$ cat src/rtl/div_unit.sv
// Iterative restoring divider for div/divu/rem/remu, one quotient bit per clock.
// Define DIV_UNIT_ZERO_BYPASS_EN to finish divide-by-zero operations in a single cycle.
module div_unit #(
  parameter int XLEN = 32
) (
  input  logic            clk,
  input  logic            rst,
  input  logic            start,
  input  logic [4:0]      alusel,
  input  logic [XLEN-1:0] a,
  input  logic [XLEN-1:0] b,
  output logic            busy,
  output logic            done,
  output logic [XLEN-1:0] result
);

  localparam int CW = $clog2(XLEN + 1);

  localparam logic [4:0] OP_DIV  = 5'b11100;
  localparam logic [4:0] OP_DIVU = 5'b01100;
  localparam logic [4:0] OP_REM  = 5'b00100;
  localparam logic [4:0] OP_REMU = 5'b11000;

  typedef enum logic [1:0] {IDLE, CALC, FIN} state_t;

  state_t          state;
  logic [CW-1:0]   cnt;
  logic [XLEN-1:0] q;
  logic [XLEN-1:0] r;
  logic [XLEN-1:0] d;
  logic            op_rem;
  logic            dz;
  logic            neg_q;
  logic            neg_r;

  logic            op_valid;
  logic            op_signed;
  logic            op_is_rem;
  logic            b_zero;
  logic [XLEN-1:0] abs_a;
  logic [XLEN-1:0] abs_b;
  logic [XLEN:0]   shifted;
  logic [XLEN:0]   diff;
  logic [XLEN-1:0] raw;
  logic [XLEN-1:0] dz_rem;
  logic [XLEN-1:0] fin_val;

  always_comb begin
    op_valid  = 1'b0;
    op_signed = 1'b0;
    op_is_rem = 1'b0;
    unique case (alusel)
      OP_DIV:  begin op_valid = 1'b1; op_signed = 1'b1; end
      OP_DIVU: begin op_valid = 1'b1; end
      OP_REM:  begin op_valid = 1'b1; op_signed = 1'b1; op_is_rem = 1'b1; end
      OP_REMU: begin op_valid = 1'b1; op_is_rem = 1'b1; end
      default: ;
    endcase
  end

  assign b_zero  = (b == '0);
  assign abs_a   = a[XLEN-1] ? ('0 - a) : a;
  assign abs_b   = b[XLEN-1] ? ('0 - b) : b;
  assign shifted = {r, q[XLEN-1]};
  assign diff    = shifted - {1'b0, d};
  assign raw     = op_rem ? r : q;

  // With the bypass the dividend never leaves q; otherwise 32 steps by zero move it into r.
`ifdef DIV_UNIT_ZERO_BYPASS_EN
  assign dz_rem = q;
`else
  assign dz_rem = r;
`endif

  always_comb begin
    fin_val = raw;
    if (dz)
      fin_val = op_rem ? dz_rem : '1;
    else if (op_rem ? neg_r : neg_q)
      fin_val = '0 - raw;
  end

  always_ff @(posedge clk or posedge rst) begin
    if (rst) begin
      state  <= IDLE;
      busy   <= 1'b0;
      done   <= 1'b0;
      result <= '0;
      cnt    <= '0;
      q      <= '0;
      r      <= '0;
      d      <= '0;
      op_rem <= 1'b0;
      dz     <= 1'b0;
      neg_q  <= 1'b0;
      neg_r  <= 1'b0;
    end else begin
      unique case (state)
        IDLE: begin
          done <= 1'b0;
          if (start && op_valid) begin
            op_rem <= op_is_rem;
            dz     <= b_zero;
            neg_q  <= op_signed & (a[XLEN-1] ^ b[XLEN-1]);
            neg_r  <= op_signed & a[XLEN-1];
            // A zero divisor keeps the raw dividend so the remainder comes back unmodified.
            q      <= (op_signed && !b_zero) ? abs_a : a;
            d      <= op_signed ? abs_b : b;
            r      <= '0;
            cnt    <= CW'(XLEN);
            busy   <= 1'b1;
`ifdef DIV_UNIT_ZERO_BYPASS_EN
            state  <= b_zero ? FIN : CALC;
`else
            state  <= CALC;
`endif
          end
        end
        CALC: begin
          done <= 1'b0;
          q    <= {q[XLEN-2:0], ~diff[XLEN]};
          r    <= diff[XLEN] ? shifted[XLEN-1:0] : diff[XLEN-1:0];
          cnt  <= cnt - CW'(1);
          if (cnt == CW'(1))
            state <= FIN;
        end
        FIN: begin
          result <= fin_val;
          done   <= 1'b1;
          busy   <= 1'b0;
          state  <= IDLE;
        end
        default: state <= IDLE;
      endcase
    end
  end

endmodule

$ cat config.mk
export PLATFORM = sky130hd
export DESIGN_NAME = div_unit
export DESIGN_NICKNAME = d
export VERILOG_FILES = /design/src/rtl/div_unit.sv
export SDC_FILE = /design/constraint.sdc
export NUM_CORES = 1
export LEC_CHECK = 0
export CAP_MARGIN = 20
export CORE_MARGIN = 2
export CORE_UTILIZATION = 35
export DETAILED_ROUTE_END_ITERATION = 10
export DONT_BUFFER_PORTS = 1
export SYNTH_ARGS = -nofsm -noshare
export SYNTH_HDL_FRONTEND = slang
export SYNTH_SLANG_ARGS = --single-unit
$ cat constraint.sdc
create_clock -name clk -period 12.05 [get_ports clk]
set_input_delay 2.41 -clock clk [delete_from_list [all_inputs] [get_ports clk]]
set_output_delay 2.41 -clock clk [all_outputs]
set_load 0.1 [all_outputs]
==> results of run 1 <==
## worst max-delay path by stage
stage | slack [ns] | cells past startpoint | endpoint | from
after floorplan | 5.83 | 1 | busy$_DFFE_PP0P_ | rst
final | 7.43 | 11 | q[19]$_DFFE_PP0P_ | b[0]
after global routing | 7.26 | 11 | q[7]$_DFFE_PP0P_ | b[0]
after CTS | 7.42 | 11 | q[16]$_DFFE_PP0P_ | b[0]
after global placement | 7.02 | 11 | q[16]$_DFFE_PP0P_ | b[0]
after detailed placement | 6.97 | 11 | q[16]$_DFFE_PP0P_ | b[0]
## flip-flops by register name (all words and copies together), names as in the netlist, 2 cells and up
register  flops
dz_rem       32
state         2
cnt           6
q            32
result       32
d            32
## metal layers
metal | part of all wire | up-vias
met5 | 0 | -
met4 | 0.035 | 0
met3 | 0.075 | 51
met2 | 0.45 | 267
met1 | 0.44 | 4489
li1 | - | 4521
## through the flow
| step | worst slack [ns] | hold slack, ns | cell area (um^2) |
|---|---|---|---|
| global placement | 7.02 | 0.464 | 10800 |
| global route | 7.26 | 0.502 | 11500 |
| detailed placement | 6.97 | 0.471 | 10800 |
| CTS | 7.42 | 0.481 | 11500 |
| finish | 7.43 | 0.477 | 11500 |
| floorplan | 5.83 | 0.446 | 10500 |
## placed cells by master (no fill, tap or decap), types with 7 or more instances in the layout
cell,netlist,routed
nand2_1,129,128
o21a_1,9,9
xnor2_1,69,68
and2_1,7,7
nand2b_1,10,9
clkbuf_16,0,17
a21o_1,25,25
nor3_1,43,43
buf_4,1,13
xor2_1,60,60
nor4_1,7,7
nor2_1,91,90
a21oi_1,74,74
and3_1,9,9
mux2i_1,31,30
or3_1,11,11
a22oi_1,31,31
dfrtp_1,142,141
ha_1,37,37
inv_1,54,53
o21ai_1,7,7
nor3b_1,7,7
nand3_1,46,46
a31oi_1,14,14
a221oi_1,12,12
o21ai_0,160,160
o31ai_1,10,10
## cell type report
class / instances / area [um^2]
fillers: 3057 / 18100
multi-input cells: 1013 / 6500
inverters: 54 / 208
repair buffers: 14 / 109
clock inverters: 12 / 183
flip-flops and latches: 142 / 3550
well taps: 390 / 488
clock buffers: 20 / 457
## power by group
| part | switching, W | internal (W) | total (W) |
|---|---|---|---|
| Combinational | 0.000930 | 0.000696 | 0.00163 |
| Clock | 0.000220 | 0.000359 | 0.000580 |
| Sequential | 0.000447 | 0.000636 | 0.00108 |
| Total | 0.00160 | 0.00169 | 0.00329 |
## kinds of logic after synthesis
family,count (synthesis),synth area share
flip-flops,142,0.337
multiplexers,34,0.0327
AO/OA/AOI/OAI,405,0.238
AND/OR/NAND/NOR,407,0.190
buffers and inverters,125,0.0480
XOR/XNOR,129,0.107
adder cells (fa/ha/maj),38,0.0459
## worst min-delay path, cell delays in order (launching register included)
cell and delay [ns]:
dfrtp_1 0.34, nand2_1 0.05, o21ai_0 0.06
==> out/qor.csv, run 1 <==
metric,value,unit
Final Max Slew Viols,0,
worst r2r src,q[31]$_DFFE_PP0P_,
Synth area leaders,"dfrtp_1 (34%), o21ai_0 (7.6%), xnor2_1 (5.7%), xor2_1 (5.0%), nand2_1 (4.6%)",
chip height,177,um
synthesized net count,1390,
crit-path cells,"inv_1, ha_1, or4b_4, nor3_4, and2_4, nand3_4, or4_4, nand3_2, a21oi_1, xnor2_1, o21ai_0",
WHS Endpoint,d[29]$_DFFE_PP0P_,
Pre-Repair DR Iteration Count,5,
Tmin final,4.62,ns
Worst-Skew Late Latency,0.43,ns
met2 usage,0.313,
Post-Route Setup TNS,0,ns
Placer Congestion,0.867,
CTS Buffer Depth,2,
M3 GR Usage,0.0471,
share of cells above drive strength 1,0.0685,
CP arrival,4.90,ns
Pwr Total,0.00329,W
max-capacitance violation count,0,
Ant. Diodes,0,
status,"finished, final reports clean",
first-pass GRT wire length,49.2,mm
slowest cell on the critical path,or4_4,
DRT iter0 DRCs,899,
Synth warnings,0,
Mapped Cells,1280,
Buf/Inv on CP,1,
Clock Pin Slew Worst Setup and Hold Paths,0.07,ns
Fmax achieved,0.216,GHz
dpl hpwl,22.9,mm
Yosys top cell by area,dfrtp_1,
busiest layer in global routing,met2,
Layout Skew,0.00993,ns
CP Class,primary input to register,
RSZ-0062 raised after global routing,no,
CTS sink count,142,
Leak,4.74,nW
Yosys top cell area share,0.337,
"EDFF count, synth",0,
Critical Path RT,12.33,ns
I/O Buffers,0,
Antenna Nets Post-Route,0,
most frequent cell after synthesis,o21ai_0,
H-Tree Depth,4,
Area Overhead vs Synth,9.17,%
Reg-to-Reg End,dz_rem[27]$_DFFE_PP0P_,
Cells after DPL,1611,
Main synth FF type,dfrtp_1,
"non-filler cells, final",1645,
Final period util,0.383,
cts repair resizes,0,
Worst Hold Class,register to register,
Core Rows,63,
Final Setup Violations,0,
Via-to-Cell Ratio,5.67,
worst slew pin tran,1.01,ns
die width,177,um
All-Layer GR Usage,0.200,
post-DR wirelength/cell,19.0,um
initial antenna violation count,0,
DRC,0,
total gr overflow,0,
die area,0.0315,mm^2
Synth Register Bits,142,
Initial Util,0.355,
core area,0.0296,mm^2
syn_area_per_cell,8.23,um^2
sequential share of the synthesized area,0.337,
Worst Setup End Kind,register,
CTS Hold Bufs,0,
"Async S/R FF share, synth",1.00,
Worst R2R Setup Slack,7.76,ns
clk root buf,clkbuf_16,
Top Ports,106,
routed vias,9328,
CTS buffer count,17,
Post-Synthesis Cell Area,0.0105,mm^2
hold path cells,2,
vias in the first global route,8858,
maximum VDD drop,0.000123,V
WL final,31.2,mm
final hold vios,0,
Setup Buffers After CTS,0,
R2R cell count,14,
"top cells by count, synth","o21ai_0 (160), dfrtp_1 (142), nand2_1 (129)",
PD cells,286,mW/mm^2
HP Start,d[29]$_DFFE_PP0P_,
Setup crit start kind,primary input,
Rel. slew slack,0.330,
family with the most delay on the worst path,simple AND/OR/NAND/NOR gates,
fin nets,1352,
CP max stage delay,0.54,ns
post-layout util,0.388,
CP max FO,14,
largest net degree at the start of global routing,82,
Netlist cell types,73,
TritonCTS clock tree,built,
met1 Use GR,0.264,
No activity file was read; power rests on OpenSTA's default activity.
==> run 2, diff against run 1 <==
==> constraint.sdc (replaced) <==
create_clock -name clk -period 4.13 [get_ports clk]
set_input_delay 0.826 -clock clk [delete_from_list [all_inputs] [get_ports clk]]
set_output_delay 0.826 -clock clk [all_outputs]
set_load 0.1 [all_outputs]
==> out/qor.csv, run 2 (synthesized netlist as in run 1, its figures left out) <==
metric,value,unit,change
Final Max Slew Viols,0,,unchanged
fin nets,1368,,"was 1,352"
clk root buf,clkbuf_16,,unchanged
Worst Setup End Kind,register,,unchanged
max-capacitance violation count,0,,unchanged
dpl hpwl,23.4,mm,was 22.9 mm
Leak,4.81,nW,was 4.74 nW
"commonest non-fill, non-tap cells in the layout","o21ai_0 (160), dfrtp_1 (141), nand2_1 (128), nor2_1 (90), a21oi_1 (74)",,unchanged
die area,0.0315,mm^2,unchanged
Critical Path RT,4.50,ns,was 12.33 ns
CP max FO,21,,was 14
total gr overflow,0,,unchanged
Initial Util,0.355,,unchanged
Ant. Diodes,0,,unchanged
Setup Buffers After CTS,0,,unchanged
core area,0.0296,mm^2,unchanged
CTS Hold Bufs,0,,unchanged
area of the multi-input gates,0.00649,mm^2,was 0.00650 mm^2
largest net degree at the start of global routing,97,,was 82
I/O Buffers,0,,unchanged
maximum VDD drop,0.000378,V,was 0.000123 V
Worst-Skew Late Latency,0.43,ns,about the same
Via-to-Cell Ratio,5.63,,was 5.67
"most common cell after layout, fill and taps aside",o21ai_0,,unchanged
Final Setup Violations,0,,unchanged
Area Overhead vs Synth,10.1,%,was 9.17%
first-pass GRT wire length,50.0,mm,was 49.2 mm
worst slew pin tran,1.05,ns,was 1.01 ns
final hold vios,0,,unchanged
fin area,0.0116,mm^2,was 0.0115 mm^2
status,"finished, final reports clean",,unchanged
fillcell total,3061,,"was 3,057"
chip height,177,um,unchanged
CTS buffer count,17,,unchanged
Tmin final,3.28,ns,
PD cells,827,mW/mm^2,was 286 mW/mm^2
Final period util,0.794,,
Setup crit start kind,register,,was primary input
Fmax achieved,0.305,GHz,
TritonCTS clock tree,built,,unchanged
Placer Congestion,0.879,,was 0.867
Layout Skew,0.00848,ns,was 0.00993 ns
routed vias,9347,,"was 9,328"
H-Tree Depth,4,,unchanged
RSZ-0062 raised after global routing,no,,unchanged
die width,177,um,unchanged
cts repair resizes,0,,unchanged
post-DR wirelength/cell,18.8,um,was 19.0 um
Pre-Repair DR Iteration Count,5,,unchanged
register area,0.00355,mm^2,unchanged
initial antenna violation count,0,,unchanged
DRT iter0 DRCs,664,,was 899
CTS sink count,142,,unchanged
Pwr Total,0.00960,W,was 0.00329 W
share of cells above drive strength 1,0.0803,,was 0.0685
final worst slack,0.849,ns,was 7.43 ns
vias in the first global route,9124,,"was 8,858"
CTS Buffer Depth,2,,unchanged
Core Rows,63,,unchanged
DRC,0,,unchanged
CP Class,register to register,,was primary input to register
WL final,31.3,mm,was 31.2 mm
All-Layer GR Usage,0.203,,was 0.200
Rel. slew slack,0.297,,was 0.330
Clock Pin Slew Worst Setup and Hold Paths,0.06,ns,was 0.07 ns
CP arrival,3.65,ns,was 4.90 ns
Post-Route Setup TNS,0,ns,unchanged
Placed Instance Area,0.0110,mm^2,was 0.0108 mm^2
Worst Hold Class,primary input to async pin,,was register to register
Top Ports,106,,unchanged
Placement Setup Slack,0.648,ns,was 6.97 ns
Antenna Nets Post-Route,0,,unchanged
run 2: changes by cell type in the layout (fill, tap and decap cells not counted):
cell       delta
clkinv_4      +2
buf_12        +1
buf_4        +16
clkbuf_1      -1
buf_6         -1
mux2i_2       -1
clkinv_2      +2
inv_6         -2
bufinv_16     -1
mux2i_1       +1
run 2: final timing paths:
check | slack (ns) | depth (start not counted) | from | end
worst min register to register | 0.48 | 2 | d[26]$_DFFE_PP0P_ | d[26]$_DFFE_PP0P_
max in group asynchronous | 2.98 | 2 | rst | d[29]$_DFFE_PP0P_
worst max-delay path | 0.85 | 10 | op_rem$_DFFE_PP0P_ | result[29]$_DFFE_PP0P_
min in group clk | 0.48 | 2 | d[26]$_DFFE_PP0P_ | d[26]$_DFFE_PP0P_
worst min-delay path | 0.35 | 1 | rst | dz_rem[6]$_DFFE_PP0P_
worst max register to register | 0.85 | 10 | op_rem$_DFFE_PP0P_ | result[29]$_DFFE_PP0P_
run 2: stage by stage:
| step | hold WS, ns | cells | util |
|---|---|---|---|
| floorplan | 0.446 | 1280 | - |
| global route | 0.383 | 1661 | 0.391 |
| finish | 0.346 | 1661 | 0.391 |
| detailed placement | 0.471 | 1628 | 0.370 |
| CTS | 0.358 | 1660 | 0.391 |
| global placement | 0.465 | 1628 | 0.370 |
run 2: final cells by class:
type	count	share of cell area
flip-flops and latches	142	0.306
repair buffers	30	0.0205
clock buffers	19	0.0391
multi-input cells	1013	0.560
inverters	54	0.0178
clock inverters	13	0.0141
well taps	390	0.0421
run 2: routing by layer:
| layer | part of all wire | vias to the layer above | GRT usage |
|---|---|---|---|
| li1 | - | 4548 | - |
| met5 | 0 | - | 0 |
| met3 | 0.079 | 46 | 0.0581 |
| met1 | 0.43 | 4492 | 0.262 |
| met2 | 0.46 | 261 | 0.326 |
| met4 | 0.026 | 0 | 0.0676 |
run 2: report_power, final:
part           leakage (nW)  internal [W]  switching [W]  total, W
logic                  2.67       0.00210        0.00280   0.00490
clock network         0.299      0.000984       0.000645   0.00163
registers              1.84       0.00186        0.00121   0.00307
total                  4.81       0.00494        0.00466   0.00960
run 2: worst max-delay path, cell delays in order, from the launching register on:
cell and delay (ns):
dfrtp_2 0.61, mux2i_1 0.43, o21ai_1 0.26, nor4_2 0.33, buf_4 0.17, nand3_2 0.09
nor3_2 0.45, a21oi_1 0.14, xnor2_1 0.15, a221oi_1 0.45, a21o_1 0.12
==> run 3, diff against run 2 <==
==> constraint.sdc (replaced) <==
create_clock -name clk -period 2.8 [get_ports clk]
set_input_delay 0.56 -clock clk [delete_from_list [all_inputs] [get_ports clk]]
set_output_delay 0.56 -clock clk [all_outputs]
set_load 0.1 [all_outputs]
==> out/qor.csv, run 3 (synthesized netlist as in run 1, its figures left out) <==
metric,value,unit,change
final worst slack,-0.0566,ns,was 0.849 ns
CP max FO,7,,was 21
total gr overflow,0,,unchanged
Worst Setup End Kind,register,,unchanged
Layout Skew,0.0156,ns,was 0.00848 ns
Internal,0.00920,W,was 0.00494 W
register area,0.00356,mm^2,was 0.00355 mm^2
Final Setup Violations,23,,was 0
Critical Path Stages,12,,was 10
Critical Path RT,3.09,ns,was 4.50 ns
Pwr Total,0.0173,W,was 0.00960 W
slowest cell on the critical path,dfrtp_1,,was dfrtp_2
CTS buffer count,17,,unchanged
Rel. slew slack,0.342,,was 0.297
Top Ports,106,,unchanged
Antenna Nets Post-Route,0,,unchanged
fillcell total,2949,,"was 3,061"
failing checks,setup timing,,
DRT iter0 DRCs,821,,was 664
clk root buf,clkbuf_16,,unchanged
die area,0.0315,mm^2,unchanged
CTS sink count,142,,unchanged
Final period util,1.02,,was 0.794
All-Layer GR Usage,0.217,,was 0.203
CP Class,register to register,,unchanged
DRC,0,,unchanged
Sequential Power Share,0.246,,was 0.320
family with the most delay on the worst path,compound AO/OA/AOI/OAI gates,,unchanged
Placer Congestion,0.920,,was 0.879
H-Tree Depth,4,,unchanged
area of the multi-input gates,0.00693,mm^2,was 0.00649 mm^2
Core Rows,63,,unchanged
Ant. Diodes,0,,unchanged
Final Max Slew Viols,0,,unchanged
Fmax achieved,0.350,GHz,was 0.305 GHz
sw power,0.00808,W,was 0.00466 W
RSZ-0062 raised after global routing,yes,,was no
Via-to-Cell Ratio,5.56,,was 5.63
combinational power share,0.618,,was 0.511
max-capacitance violation count,0,,unchanged
Area Overhead vs Synth,27.3,%,was 10.1%
crit-path cells,"ha_1, a21oi_1, o21ai_0, or2_2, o211a_1, nor3_1, buf_4, xnor2_4, buf_6, clkbuf_16, mux2i_1, o21ai_1",,"was mux2i_1, o21ai_1, nor4_2, buf_4, nand3_2, nor3_2, a21oi_1, xnor2_1, a221oi_1, a21o_1"
largest net degree at the start of global routing,67,,was 97
post-DR wirelength/cell,18.8,um,about the same
maximum VDD drop,0.000656,V,was 0.000378 V
Leak,5.72,nW,was 4.81 nW
switch share,0.467,,was 0.486
post-layout util,0.452,,was 0.391
CP arrival,3.14,ns,was 3.65 ns
Placement Setup Slack,-0.280,ns,was 0.648 ns
CTS Buffer Depth,2,,unchanged
first-pass GRT wire length,53.3,mm,was 50.0 mm
clock power share,0.136,,was 0.170
"most common cell after layout, fill and taps aside",buf_4,,was o21ai_0
core area,0.0296,mm^2,unchanged
Initial Util,0.355,,unchanged
status,finished with violations,,"was finished, final reports clean"
Tmin final,2.86,ns,was 3.28 ns
dpl hpwl,25.9,mm,was 23.4 mm
initial antenna violation count,0,,unchanged
Worst-Skew Late Latency,0.44,ns,was 0.43 ns
chip height,177,um,unchanged
hold_ws,0.103,ns,was 0.346 ns
worst slew pin tran,0.987,ns,was 1.05 ns
Worst Hold Class,primary input to async pin,,unchanged
final hold vios,0,,unchanged
Pre-Repair DR Iteration Count,5,,unchanged
R2R cell count,12,,was 10
Clock Pin Slew Worst Setup and Hold Paths,0.06,ns,about the same
"commonest non-fill, non-tap cells in the layout","buf_4 (167), dfrtp_1 (140), nand2_1 (122), o21ai_0 (98), nor2_1 (85)",,"was o21ai_0 (160), dfrtp_1 (141), nand2_1 (128), nor2_1 (90), a21oi_1 (74)"
TritonCTS clock tree,built,,unchanged
WL final,34.3,mm,was 31.3 mm
Setup crit start kind,register,,unchanged
PD cells,1290,mW/mm^2,was 827 mW/mm^2
vias in the first global route,9799,,"was 9,124"
share of cells above drive strength 1,0.225,,was 0.0803
Buf/Inv on CP,3,,was 1
CP max stage delay,0.40,ns,was 0.61 ns
routed vias,10100,,"was 9,347"
die width,177,um,unchanged
fin nets,1527,,"was 1,368"
CTS Hold Bufs,0,,unchanged
I/O Buffers,0,,unchanged
==> run 3: changes by cell type in the layout (fill, tap and decap cells not counted), moves of 5 or more <==
| cell | before | now |
|---|---|---|
| nor3b_1 | 7 | 2 |
| o21ai_0 | 160 | 98 |
| buf_12 | 1 | 8 |
| nor2_1 | 90 | 85 |
| nand2_2 | 0 | 6 |
| buf_4 | 29 | 167 |
| nand2_1 | 128 | 122 |
| nor3_1 | 43 | 36 |
| o31ai_4 | 0 | 5 |
| o21ai_1 | 7 | 65 |
| buf_6 | 0 | 11 |
==> run 3: final cells by class <==
| type | count | share of cell area |
|---|---|---|
| Inverter | 54 | 0.0169 |
| Tap cell | 390 | 0.0364 |
| Multi-Input combinational cell | 1013 | 0.517 |
| Timing Repair Buffer | 189 | 0.120 |
| Sequential cell | 142 | 0.265 |
| Clock inverter | 13 | 0.0116 |
| Clock buffer | 19 | 0.0331 |
==> run 3: routing by layer <==
metal,track usage,up-vias,wire length [um]
li1,-,4888,-
met1,0.286,4847,15000
met2,0.344,327,15500
met3,0.0548,57,2750
met4,0.0762,0,978
met5,0,-,0
==> run 3: power by group through the flow <==
stage / clock network [W] / logic, W / registers (W)
finish: 0.00234 / 0.0107 / 0.00425
global route: 0.00248 / 0.0117 / 0.00432
CTS: 0.00238 / 0.00945 / 0.00421
detailed placement: 0 / 0.00911 / 0.00424
global placement: 0 / 0.00899 / 0.00423
floorplan: 0 / 0.00582 / 0.00409
==> run 3: path summary, 6_finish.rpt <==
| kind | endpoint | startpoint | slack (ns) |
|---|---|---|---|
| worst max-delay path | dz_rem[15]$_DFFE_PP0P_ | dz_rem[26]$_DFFE_PP0P_ | -0.06 |
| worst min-delay path | d[0]$_DFFE_PP0P_ | rst | 0.10 |
| worst max register to register | dz_rem[15]$_DFFE_PP0P_ | dz_rem[26]$_DFFE_PP0P_ | -0.06 |
| worst min register to register | d[18]$_DFFE_PP0P_ | d[18]$_DFFE_PP0P_ | 0.48 |
| max in group asynchronous | q[4]$_DFFE_PP0P_ | rst | 1.93 |
| min in group clk | op_rem$_DFFE_PP0P_ | alusel[2] | 0.23 |
==> run 3: through the flow <==
step                setup TNS (ns)  cell area (um^2)  instances
finish                      -0.754             13400       1820
global route                 -4.62             13400       1820
CTS                        -0.0247             13000       1811
detailed placement           -8.60             12200       1773
global placement             -7.01             12200       1773
floorplan                    -5.14             10700       1280
==> run 3: timing repair <==
item	CTS	global route
cloned	1	3
setup endpoints to repair	37	50
pin swaps	3	29
setup buffers	5	7
resized for setup	22	103
